`config.mk`:
```
export PLATFORM = sky130hd
export DESIGN_NAME = pipe_hazard_ctrl
export DESIGN_NICKNAME = d
export VERILOG_FILES = /design/src/rtl/pipe_hazard_ctrl.sv
export SDC_FILE = /design/constraint.sdc
export NUM_CORES = 1
export LEC_CHECK = 0
export CAP_MARGIN = 30
export CELL_PAD_IN_SITES_DETAIL_PLACEMENT = 1
export CELL_PAD_IN_SITES_GLOBAL_PLACEMENT = 1
export CORE_UTILIZATION = 15
export DETAILED_ROUTE_END_ITERATION = 10
export HOLD_SLACK_MARGIN = 0.06
export PLACE_DENSITY = 0.78
export SYNTH_ARGS = -nofsm -noshare
export SYNTH_HDL_FRONTEND = slang
export SYNTH_SLANG_ARGS = --single-unit
export TNS_END_PERCENT = 20
```
`constraint.sdc`:
```
create_clock -name clk -period 1.7 [get_ports clk]
set_input_delay 0.34 -clock clk [delete_from_list [all_inputs] [get_ports clk]]
set_output_delay 0.34 -clock clk [all_outputs]
set_load 0.005 [all_outputs]
```
`src/rtl/pipe_hazard_ctrl.sv`:
```
// Hazard arbiter for PC, IF/ID, ID/EX and EX/MEM/WB: load-use stalls, jump flushes, data-bus waits.
// Optional performance counters are enabled by defining PIPE_HAZARD_PERF_EN.
module pipe_hazard_ctrl #(
  parameter int FLUSH_CYCLES = 2,
  parameter int BUS_TO       = 15
) (
  input  logic        clk,
  input  logic        rst,
  input  logic        jump_en_i,
  input  logic [31:0] jump_addr_i,
  input  logic        ex_mem_re_i,
  input  logic [4:0]  ex_rd_addr_i,
  input  logic [4:0]  id_rs1_addr_i,
  input  logic [4:0]  id_rs2_addr_i,
  input  logic        dmem_busy_i,
  output logic        jump_en_o,
  output logic [31:0] jump_addr_o,
  output logic        pc_hold_o,
  output logic        if_id_hold_o,
  output logic        if_id_flush_o,
  output logic        id_ex_flush_o,
  output logic        pipe_stall_o,
  output logic        bus_timeout_o,
  output logic [31:0] stall_cnt_o,
  output logic [31:0] flush_cnt_o
);

  localparam int MAXC = (FLUSH_CYCLES > BUS_TO) ? FLUSH_CYCLES : BUS_TO;
  localparam int CW   = $clog2(MAXC + 1);

  typedef enum logic [1:0] {RUN, FLUSH, BUS_WAIT} state_t;

  state_t        state, state_nxt;
  logic [CW-1:0] cnt, cnt_nxt;
  logic          rst_q;
  logic          mask;
  logic          load_use;

  // Outputs are forced quiet in the reset cycle and the one following it.
  assign mask     = rst | rst_q;
  assign load_use = ex_mem_re_i && (ex_rd_addr_i != 5'd0) &&
                    ((ex_rd_addr_i == id_rs1_addr_i) || (ex_rd_addr_i == id_rs2_addr_i));

  always_ff @(posedge clk) begin
    if (rst) begin
      state <= RUN;
      cnt   <= '0;
      rst_q <= 1'b1;
    end else begin
      state <= state_nxt;
      cnt   <= cnt_nxt;
      rst_q <= 1'b0;
    end
  end

  always_comb begin
    state_nxt     = state;
    cnt_nxt       = cnt;
    jump_en_o     = 1'b0;
    jump_addr_o   = '0;
    pc_hold_o     = 1'b0;
    if_id_hold_o  = 1'b0;
    if_id_flush_o = 1'b0;
    id_ex_flush_o = 1'b0;
    pipe_stall_o  = 1'b0;
    bus_timeout_o = 1'b0;
    if (mask) begin
      state_nxt = RUN;
      cnt_nxt   = '0;
    end else begin
      case (state)
        RUN: begin
          if (dmem_busy_i) begin
            pc_hold_o    = 1'b1;
            if_id_hold_o = 1'b1;
            pipe_stall_o = 1'b1;
            cnt_nxt      = '0;
            state_nxt    = BUS_WAIT;
          end else if (jump_en_i) begin
            jump_en_o     = 1'b1;
            jump_addr_o   = jump_addr_i;
            if_id_flush_o = 1'b1;
            id_ex_flush_o = 1'b1;
            if (FLUSH_CYCLES > 1) begin
              state_nxt = FLUSH;
              cnt_nxt   = CW'(FLUSH_CYCLES - 1);
            end
          end else if (load_use) begin
            pc_hold_o     = 1'b1;
            if_id_hold_o  = 1'b1;
            id_ex_flush_o = 1'b1;
          end
        end
        FLUSH: begin
          // A bus stall preempts the remaining bubbles; the drop is intentional.
          if (dmem_busy_i) begin
            pc_hold_o    = 1'b1;
            if_id_hold_o = 1'b1;
            pipe_stall_o = 1'b1;
            cnt_nxt      = '0;
            state_nxt    = BUS_WAIT;
          end else begin
            if_id_flush_o = 1'b1;
            id_ex_flush_o = 1'b1;
            cnt_nxt       = cnt - CW'(1);
            if (cnt <= CW'(1)) begin
              cnt_nxt   = '0;
              state_nxt = RUN;
            end
          end
        end
        BUS_WAIT: begin
          if (!dmem_busy_i) begin
            cnt_nxt   = '0;
            state_nxt = RUN;
          end else if (cnt == CW'(BUS_TO - 1)) begin
            bus_timeout_o = 1'b1;
            if_id_flush_o = 1'b1;
            id_ex_flush_o = 1'b1;
            cnt_nxt       = '0;
            state_nxt     = RUN;
          end else begin
            pc_hold_o    = 1'b1;
            if_id_hold_o = 1'b1;
            pipe_stall_o = 1'b1;
            cnt_nxt      = cnt + CW'(1);
          end
        end
        default: begin
          state_nxt = RUN;
          cnt_nxt   = '0;
        end
      endcase
    end
  end

`ifdef PIPE_HAZARD_PERF_EN
  logic [31:0] stall_cnt;
  logic [31:0] flush_cnt;

  always_ff @(posedge clk) begin
    if (rst) begin
      stall_cnt <= '0;
      flush_cnt <= '0;
    end else begin
      if (pc_hold_o && (stall_cnt != 32'hFFFF_FFFF))
        stall_cnt <= stall_cnt + 32'd1;
      if ((jump_en_o || bus_timeout_o) && (flush_cnt != 32'hFFFF_FFFF))
        flush_cnt <= flush_cnt + 32'd1;
    end
  end

  assign stall_cnt_o = stall_cnt;
  assign flush_cnt_o = flush_cnt;
`else
  assign stall_cnt_o = 32'd0;
  assign flush_cnt_o = 32'd0;
`endif

endmodule
```
==> results by group, run 1 <==
Floorplan
  • Die width: 96.96 um
  • Die Ht: 96.96 um
  • Full die area: 0.009400 mm2
  • Core area: 0.008721 mm2
  • I/O pins: 155
  • Initial Util: 15.51%
  • Site row count: 34

Global routing
  • Gr ovfl total: 0
  • Initial antenna violation count: 0
  • Vias in the first global route: 1,608
  • Largest net degree at the start of global routing: 9
  • First-pass GRT wire length: 8687 um
  • Total track usage: 11.66%

Power
  • P_leak: 1.304 nW
  • Pwr Total: 0.8053 mW
  • Worst VDD drop: 0.1353 mV
  • PD cells: 293.8 mW/mm2

Worst hold path
  • Worst hold path class: primary input to flip-flop

Detailed routing
  • Via density: 3.686
  • DR pass1 iterations: 4
  • Initial DRC count: 34
  • Via Count: 1,574
  • Post-DRT Antenna Nets: 0
  • DRC: 0
  • DR WL/cell: 13.44 um
  • Total wire length: 5738 um

Final layout
  • Area of the multi-input gates: 0.001106 mm2
  • Most common cell after layout, fill and taps aside: conb_1
  • Fin util: 31.43%
  • Share of cells above drive strength 1: 47.65%
  • Inserted Diodes: 0
  • Area Overhead vs Synth: 102.7%
  • Commonest non-fill, non-tap cells in the layout: conb_1 (64), buf_4 (35), clkdlybuf4s50_1 (33), buf_6 (33), and2_4 (23)
  • Final Net Count: 376
  • Filler cell count in the final layout: 1,064
  • FF+latch area: 150.1 um2
  • Layout Cells excl Fill: 427

Synth
  • Number of flops mapped to enable cells by yosys: 0
  • Mapped Area: 0.001353 mm2
  • Syn Area/Cell: 7.391 um2
  • Dominant synthesized flop cell: dfxtp_1
  • Register area share after synthesis: 10.36%
  • Post-synthesis register bit count: 7
  • Mapped Cells: 183
  • Async S/R FF share, synth: 0%
  • Synth unique cells: 33
  • Ys Warns: 0

Place
  • Final HPWL from detailed placement: 3866 um
  • IO buf count: 90
  • Cells after DPL: 405
  • GPL Wtd Cong: 0.8253
  • Place WS: -891.5 ps

Clock tree
  • CTS clk-pin slew, worst paths: 40 ps
  • Clock buffer count from CTS: 3
  • TritonCTS clock tree: yes
  • CTS root buf: clkbuf_8
  • Clock sinks: 7
  • Hold buffer count at cts: 0
  • Htree depth: 1
  • Clk buf depth: 2
  • Clk_lat worst skew: 230 ps

Worst setup path
  • Critical Path Source Type: flip-flop
  • Max FO, Critical Path: 4
  • Data required time at the worst endpoint: 1360 ps
  • CP arrival: 1620 ps
  • Critical Path End Type: output pin
  • CP Class: flip-flop to output pin

STA
  • Hold Slack: 470.6 ps
  • Hold Violations, Final: 0
  • Fin crit period: 1964 ps
  • Max Fclk: 0.5091 GHz
  • Crit path setup slack, layout: -264.1 ps
  • Worst Skew: 4.552 ps
  • Unrepaired setup endpoints after global routing: true
  • Final worst-path cycle share: 115.5%
  • Max Transition Viols Final: 0
  • Setup violators final: 40

Status
  • Status: finished, violations left
  • Failing checks: negative setup slack

Job
  • Max-cap check violation count: 0
==> what timing repair did <==
action | 4_1_cts | 5_1_grt
endpoints found under the setup margin | 41 | 44
pin swaps | 44 | 22
endpoints found under the hold margin | 0 | 0
resized for setup | 248 | 46
cloned | 4 | 0
setup buffers | 16 | 4
==> synthesized netlist by cell type (all sizes together) (4+ instances only) <==
library cell	n	share of area [%]
buf	70	38
nand3	4	1.5
nor2	10	3.3
nand2	6	1.7
ha	4	3.7
dfxtp	7	10
inv	4	1.1
xnor2	11	7.1
o21ai	5	1.8
a21oi	6	2.2
and2	33	15
==> metrics by stage <==
stage          area (um2)  setup TNS (ps)
3_5_place_dp         2352          -31710
6_report             2741           -6744
4_1_cts              2698          -10000
2_1_floorplan        1590               0
3_3_place_gp         2352          -30280
5_1_grt              2741           -9631
==> critical path, cell delays in order, from the launching register on <==
cell and delay (ps):
dfxtp_4 360, and3b_2 270, nand4_1 140, buf_4 170, a21oi_4 120, buf_6 100
o21bai_1 90, buf_2 140
==> registers in the layout, summed over array words and instances (netlist names) <==
name and count:
cnt 4, rst_q 1, state 2
==> routing by layer <==
metal | vias to the layer above | track usage [%] | share of wire [%]
met5 | - | 0 | 0
li1 | 733 | - | -
met1 | 738 | 12.12 | 36
met2 | 97 | 22.59 | 55
met3 | 6 | 3.540 | 7.1
met4 | 0 | 2.641 | 1.6
==> layout make-up <==
type	count	area share (%)
flip-flops and latches	7	5.477
clock buffers	3	1.506
well taps	108	4.929
clock inverters	1	0.1826
inverters	4	0.5477
multi-input cells	165	40.35
repair buffers	139	47.01
==> final timing paths <==
path,to,from,slack (ps),cells past startpoint
worst min register to register,cnt[0],cnt[0],640,3
worst min-delay path,rst_q,rst,470,2
worst max register to register,cnt[2],cnt[1],0,9
worst max-delay path,id_ex_flush_o,state[0],-260,7
==> power breakdown <==
group	internal [mW]	total, mW	switching (mW)
clock network	0.159	0.240	0.0808
registers	0.167	0.173	0.00507
logic	0.226	0.393	0.167
total	0.553	0.805	0.253
==> cells by family after synthesis <==
family | Yosys count | synth area share [%]
compound gates | 22 | 11.84
fa+ha+maj | 4 | 3.700
other cells | 1 | 0.2773
buf+inv | 74 | 39.50
xor+xnor | 11 | 7.123
flops | 7 | 10.36
simple gates | 64 | 27.20
Power figures use the tool's default switching activity.
==> run 2: changes to the inputs <==
CAP_MARGIN = 25   (was 30)
CTS_CLUSTER_SIZE = 10   (was default)
==> results of run 2 <==
Final layout, timing and power as in run 1 (identical DEF).
